$ cat config.mk
export PLATFORM = sky130hd
export DESIGN_NAME = emu_scan_ctrl
export DESIGN_NICKNAME = d
export VERILOG_FILES = /design/src/rtl/emu_scan_pkg.sv /design/src/rtl/emu_scan_skid.sv /design/src/rtl/emu_scan_ctrl.sv
export SDC_FILE = /design/constraint.sdc
export NUM_CORES = 1
export LEC_CHECK = 0
export BUFFER_PORTS_ARGS = -buffer_cell sky130_fd_sc_hd__buf_2
export CORE_AREA = 4 4 154 156
export CTS_CLUSTER_DIAMETER = 120
export DETAILED_ROUTE_END_ITERATION = 10
export DIE_AREA = 0 0 158 160
export MAX_ROUTING_LAYER = met4
export REMOVE_ABC_BUFFERS = 1
export SYNTH_ARGS = -nofsm -noshare
export SYNTH_HDL_FRONTEND = slang
export SYNTH_SLANG_ARGS = --single-unit
$ cat constraint.sdc
create_clock -name clk -period 8.3 [get_ports clk]
set_input_delay 1.245 -clock clk [delete_from_list [all_inputs] [get_ports clk]]
set_output_delay 1.245 -clock clk [all_outputs]
set_load 0.01 [all_outputs]
$ cat src/rtl/emu_scan_pkg.sv
// Shared definitions for the emulation checkpoint scan controller.
// Optional feature macro used by the controller: EMU_SCAN_CHECKSUM_EN.
package emu_scan_pkg;

   typedef enum logic [2:0] {
      IDLE      = 3'd0,
      PAUSING   = 3'd1,
      PAUSED    = 3'd2,
      FF_SCAN   = 3'd3,
      RAM_SCAN  = 3'd4,
      RAM_DRAIN = 3'd5,
      DONE      = 3'd6
   } scan_state_e;

   localparam logic SCAN_SAVE = 1'b0;
   localparam logic SCAN_LOAD = 1'b1;

   function automatic int max_int(input int a, input int b);
      return (a > b) ? a : b;
   endfunction

endpackage

$ cat src/rtl/emu_scan_skid.sv
// Two-entry skid buffer for RAM-chain read data. has_room accounts for a read
// already issued whose data lands next cycle, so the buffer can never overflow.
module emu_scan_skid #(
   parameter int DW = 64
) (
   input  logic          clk,
   input  logic          rst,
   input  logic          push,
   input  logic [DW-1:0] push_data,
   input  logic          pop,
   input  logic          reserve,
   output logic          out_valid,
   output logic [DW-1:0] out_data,
   output logic          has_room
);

   logic [DW-1:0] mem_q [2];
   logic          wr_ptr_q;
   logic          rd_ptr_q;
   logic [1:0]    count_q;
   logic          do_pop;
   logic [2:0]    occupancy;

   assign do_pop    = pop && (count_q != 2'd0);
   assign out_valid = (count_q != 2'd0);
   assign out_data  = mem_q[rd_ptr_q];

   // A pop this cycle frees a slot in time for a read issued this cycle.
   assign occupancy = {1'b0, count_q} + {2'b00, reserve} - {2'b00, do_pop};
   assign has_room  = (occupancy < 3'd2);

   always_ff @(posedge clk) begin
      if (rst) begin
         for (int i = 0; i < 2; i++) mem_q[i] <= '0;
         wr_ptr_q <= 1'b0;
         rd_ptr_q <= 1'b0;
         count_q  <= 2'd0;
      end else begin
         if (push) begin
            mem_q[wr_ptr_q] <= push_data;
            wr_ptr_q        <= ~wr_ptr_q;
         end
         if (do_pop) rd_ptr_q <= ~rd_ptr_q;
         count_q <= count_q + {1'b0, push} - {1'b0, do_pop};
      end
   end

endmodule

$ cat src/rtl/emu_scan_ctrl.sv
// Checkpoint scan controller: freezes the emulated DUT and streams its FF then RAM
// chains out (save) or in (load). EMU_SCAN_CHECKSUM_EN adds a rotate-xor checksum port.
module emu_scan_ctrl
   import emu_scan_pkg::*;
#(
   parameter int DW        = 64,
   parameter int FF_WORDS  = 4,
   parameter int RAM_WORDS = 16
) (
   input  logic          clk,
   input  logic          rst,
   input  logic          pause_req,
   output logic          pause,
   input  logic          cmd_valid,
   output logic          cmd_ready,
   input  logic          cmd_load,
   output logic          dout_valid,
   input  logic          dout_ready,
   output logic [DW-1:0] dout_data,
   input  logic          din_valid,
   output logic          din_ready,
   input  logic [DW-1:0] din_data,
   output logic          done,
   output logic          ff_se,
   output logic          ff_sd,
   output logic [DW-1:0] ff_di,
   input  logic [DW-1:0] ff_do,
   output logic          ram_se,
   output logic          ram_sd,
   output logic [DW-1:0] ram_di,
   input  logic [DW-1:0] ram_do,
   output logic [2:0]    dbg_state
`ifdef EMU_SCAN_CHECKSUM_EN
   ,
   output logic [DW-1:0] checksum
`endif
);

   localparam int CW = $clog2(max_int(FF_WORDS, RAM_WORDS)) + 1;
   localparam logic [CW-1:0] FF_LAST  = CW'(FF_WORDS - 1);
   localparam logic [CW-1:0] RAM_LAST = CW'(RAM_WORDS - 1);

   scan_state_e   state_q, state_d;
   logic [CW-1:0] cnt_q;
   logic          mode_q;
   logic          pause_q;
   logic          rd_pend_q;
   logic          step;
   logic          accept;
   logic          skid_pop;
   logic          skid_valid;
   logic [DW-1:0] skid_data;
   logic          skid_room;

   // Streams use strict valid/ready: a word moves in a cycle where both are high;
   // the producer holds valid and data stable until that cycle.
   assign accept    = (state_q == PAUSED) && cmd_valid;
   assign cmd_ready = (state_q == PAUSED);
   assign done      = (state_q == DONE);
   assign pause     = pause_q;
   assign dbg_state = state_q;

   emu_scan_skid #(.DW(DW)) u_skid (
      .clk       (clk),
      .rst       (rst),
      .push      (rd_pend_q),
      .push_data (ram_do),
      .pop       (skid_pop),
      .reserve   (rd_pend_q),
      .out_valid (skid_valid),
      .out_data  (skid_data),
      .has_room  (skid_room)
   );

   always_comb begin
      state_d    = state_q;
      step       = 1'b0;
      skid_pop   = 1'b0;
      ff_se      = 1'b0;
      ff_sd      = 1'b0;
      ff_di      = '0;
      ram_se     = 1'b0;
      ram_sd     = 1'b0;
      ram_di     = '0;
      dout_valid = 1'b0;
      dout_data  = '0;
      din_ready  = 1'b0;
      case (state_q)
         IDLE: if (pause_req) state_d = PAUSING;
         PAUSING: state_d = PAUSED;
         PAUSED: begin
            if (accept)          state_d = FF_SCAN;
            else if (!pause_req) state_d = IDLE;
         end
         FF_SCAN: begin
            if (mode_q == SCAN_LOAD) begin
               din_ready = 1'b1;
               step      = din_valid;
               ff_sd     = din_valid;
               ff_di     = din_data;
            end else begin
               // Chain loops back on itself, so a full pass leaves FF state intact.
               dout_valid = 1'b1;
               dout_data  = ff_do;
               step       = dout_ready;
            end
            ff_se = step;
            if (step && (cnt_q == FF_LAST)) state_d = RAM_SCAN;
         end
         RAM_SCAN: begin
            if (mode_q == SCAN_LOAD) begin
               din_ready = 1'b1;
               step      = din_valid;
               ram_sd    = din_valid;
               ram_di    = din_data;
               if (step && (cnt_q == RAM_LAST)) state_d = DONE;
            end else begin
               dout_valid = skid_valid;
               dout_data  = skid_data;
               skid_pop   = skid_valid && dout_ready;
               step       = skid_room;
               if (step && (cnt_q == RAM_LAST)) state_d = RAM_DRAIN;
            end
            ram_se = step;
         end
         RAM_DRAIN: begin
            dout_valid = skid_valid;
            dout_data  = skid_data;
            skid_pop   = skid_valid && dout_ready;
            if (!skid_valid && !rd_pend_q) state_d = DONE;
         end
         DONE: state_d = PAUSED;
         default: state_d = IDLE;
      endcase
   end

   always_ff @(posedge clk) begin
      if (rst) begin
         state_q   <= IDLE;
         cnt_q     <= '0;
         mode_q    <= SCAN_SAVE;
         pause_q   <= 1'b0;
         rd_pend_q <= 1'b0;
      end else begin
         state_q   <= state_d;
         pause_q   <= (state_d != IDLE);
         rd_pend_q <= ram_se && !ram_sd;
         if (state_d != state_q) cnt_q <= '0;
         else if (step)          cnt_q <= cnt_q + CW'(1);
         if (accept) mode_q <= cmd_load;
      end
   end

`ifdef EMU_SCAN_CHECKSUM_EN
   logic          xfer;
   logic [DW-1:0] xfer_data;
   logic [DW-1:0] csum_q;

   always_comb begin
      xfer      = 1'b0;
      xfer_data = '0;
      if ((state_q == FF_SCAN) || ((state_q == RAM_SCAN) && (mode_q == SCAN_LOAD))) begin
         xfer      = step;
         xfer_data = (mode_q == SCAN_LOAD) ? din_data : ff_do;
      end else if ((state_q == RAM_SCAN) || (state_q == RAM_DRAIN)) begin
         xfer      = skid_pop;
         xfer_data = skid_data;
      end
   end

   always_ff @(posedge clk) begin
      if (rst || accept) csum_q <= '0;
      else if (xfer)     csum_q <= {csum_q[DW-2:0], csum_q[DW-1]} ^ xfer_data;
   end

   assign checksum = csum_q;
`endif

endmodule

==> results.cfg <==
[floorplanning]
fp.dieH_um = 160
std_cell_rows = 55
die_area_sq_mm = 0.0253
ios = 403
die_w_um = 158
start_util_pct = 34.8
coreArea_sq_mm = 0.0224

[sta]
tns_ns = 0
period_share_pct = 69.6
clock.fmax_mhz = 173
fin_crit_ns = 5.78
finalWorstSetupSlack_ns = 2.52
hold_viol_final = 0
worstMarginPinSlew_ns = 0.984
hold_ws_ns = 0.528
fin_worst_skew_ns = 0.00684
slew_violations = 0
relSlewSlack_pct = 34.4
grt_setup_unrepaired = no
setup_viol = 0

[logic_synthesis]
ys_seq_elements = 144
synthFlopType = edfxtp_1
synth_area_per_cell_sq_um = 9.48
async_flop_share_pct = 0
yosysWarnings = 0
synth_cell_types = 39
ys_seq_area_share_pct = 53.4
synthTopCellsByArea = edfxtp_1 49%, and2_1 10%, mux2i_1 8.5%
synth-edff-count = 128
synthCells = 822
netlist_area_sq_mm = 0.00779
synth_top_cell_by_area = edfxtp_1
synth_top_area_share_pct = 49.3

[clocking]
clockBufferDepth = 2
cts-root-buf = clkbuf_16
cts_max_level = 4
cts_tree = yes
ctsResizeCount = 0
clkLatencyLatePin_ns = 0.42
path_clk_slew_ns = 0.06
cts_sinks = 144
cts_setup_buffers = 0
hold_buffers = 0
cts_buffers = 17

[drt]
drt_iter0_drc = 343
drtPass1Iterations = 5
viasPerCell = 4.67
routedWlPerCell_um = 16.4
drc_errors = 0
num_vias = 6942
drt_wl_total_um = 24300
postRouteAntennaNets = 0

[outcome]
status = finished clean

[placement]
routabilityCongestion = 0.922
portBuffers = 402
place_inst = 1456
dp_hpwl_um = 17600
dp_slack_ns = 2.87

[finish]
final_cell_mix = 402 x buf_2, 149 x nor2_1, 132 x nand2_1
nets = 1394
drive_above_1_share_pct = 38.1
fin_cells = 1488
diodes = 0
fill_cells = 2149
final_common_cell = buf_2
area_growth_pct = 36.6

[global_routing]
antenna_found_initial = 0
grt_use_total_pct = 19.1
grt_pass1_vias = 6604
grt_pass1_wl_um = 36200
grt-ovfl-total = 0
grt_max_degree = 76

[critical_path]
start_kind = register
required_ns = 7.05
r2r_cells = 15
startpoint = mode_q
arrival_ns = 4.53
path_max_fanout = 75
rr_endpoint = cnt_q[1]
r2r_start = mode_q
slowest_delay_ns = 0.57
path_common_cell = inv_1
r2r_slack_ns = 4.10
slowest_stage = buf_4
path_cells = buf_4 > inv_1 > o21ai_4 > buf_4 > nor3b_1 > ha_1 > inv_1 > ha_1 > inv_1 > fa_1 > xor2_1 > or3b_2 > a21oi_1 > buf_2
crit_path_end_kind = primary output
criticalPathCategory = register to primary output

[power_and_ir_drop]
p_seq_share_pct = 47.8
switching_share_pct = 23.0
intPower_uw = 1320
p_leak_uw = 0.00465
peakVddDrop_v = 0.000104
p_sw_uw = 394
combPwrFrac_pct = 5.9
p_clk_share_pct = 46.3
power.density_mw_per_mm2 = 161

[min_path]
hp-start = cnt_q[1]
whs_path_depth = 2
hold_class = register to register
hold_end = cnt_q[1]

[job]
max_cap_violations = 0
-- sequential cells by signal, summed over array words and instances, names as in the netlist, named ones only --
register	cells
dbg_state	3
u_skid.rd_ptr_q	1
pause	1
rd_pend_q	1
u_skid.wr_ptr_q	1
u_skid.mem_q	128
mode_q	1
u_skid.count_q	2
cnt_q	5
-- layer usage --
metal	vias to the layer above	wire length, um	global-route usage (%)
li1	3499	-	-
met1	3142	9790	22.3
met2	275	12700	33.4
met3	26	1420	3.17
met4	0	471	5.85
met5	-	0	-
-- worst max-delay path, delay by kind of cell (launching register included) --
family | cells | cell delay (ns)
fa+ha+maj | 3 | 0.84
buf+inv | 6 | 1.59
simple gates | 2 | 0.64
compound gates | 2 | 0.50
xor+xnor | 1 | 0.20
flops | 1 | 0.31
-- power by group through the flow --
stage | clock network [uW] | logic, uW | registers [uW]
after floorplan | 0 | 33.1 | 833
after global placement | 0 | 103 | 831
after detailed placement | 0 | 103 | 832
after CTS | 808 | 104 | 817
after global routing | 845 | 114 | 818
final | 792 | 101 | 816
-- cell type report --
| type | instances | area (sq um) | share of cell area [%] |
|---|---|---|---|
| Clock buffer | 17 | 425 | 4.00 |
| Clock inverter | 15 | 189 | 1.77 |
| Inverter | 7 | 26.3 | 0.247 |
| Multi-Input combinational cell | 609 | 3400 | 31.9 |
| Sequential cell | 144 | 4170 | 39.2 |
| Tap cell | 285 | 357 | 3.35 |
| Timing Repair Buffer | 411 | 2080 | 19.5 |
-- through the flow --
step	instance area [sq um]	total power (uW)	utilization (%)
2_1_floorplan	7550	866	-
3_3_place_gp	10000	934	44.9
3_5_place_dp	10000	935	44.9
4_1_cts	10600	1730	47.6
5_1_grt	10600	1780	47.6
6_report	10600	1710	47.6
-- worst max path at each step --
stage | to | slack (ns) | cells after the start
finish | ram_se | 2.52 | 14
CTS | ram_se | 2.40 | 14
global placement | ram_se | 2.93 | 14
detailed placement | ram_se | 2.87 | 14
global route | ram_se | 2.12 | 14
floorplan | ram_se | 1.62 | 11
-- synthesized netlist by cell type (4+ instances only) --
cell	instances
ha_1	4
mux2i_1	66
a21oi_1	15
o21ai_0	67
nor3b_1	4
and2_1	129
dfxtp_1	16
a31oi_1	5
nand2_1	132
edfxtp_1	128
nor2_1	150
nor2b_1	4
inv_1	7
clkbuf_1	50
buf_1	8
-- kinds of logic after synthesis --
kind of cell             synth area share [%]
buffers and inverters                    3.42
AO/OA/AOI/OAI                            6.68
multiplexers                             8.62
AND/OR/NAND/NOR                          26.3
flip-flops                               53.4
XOR/XNOR                                0.674
adder cells (fa/ha/maj)                 0.899
Power figures use the tool's default switching activity.
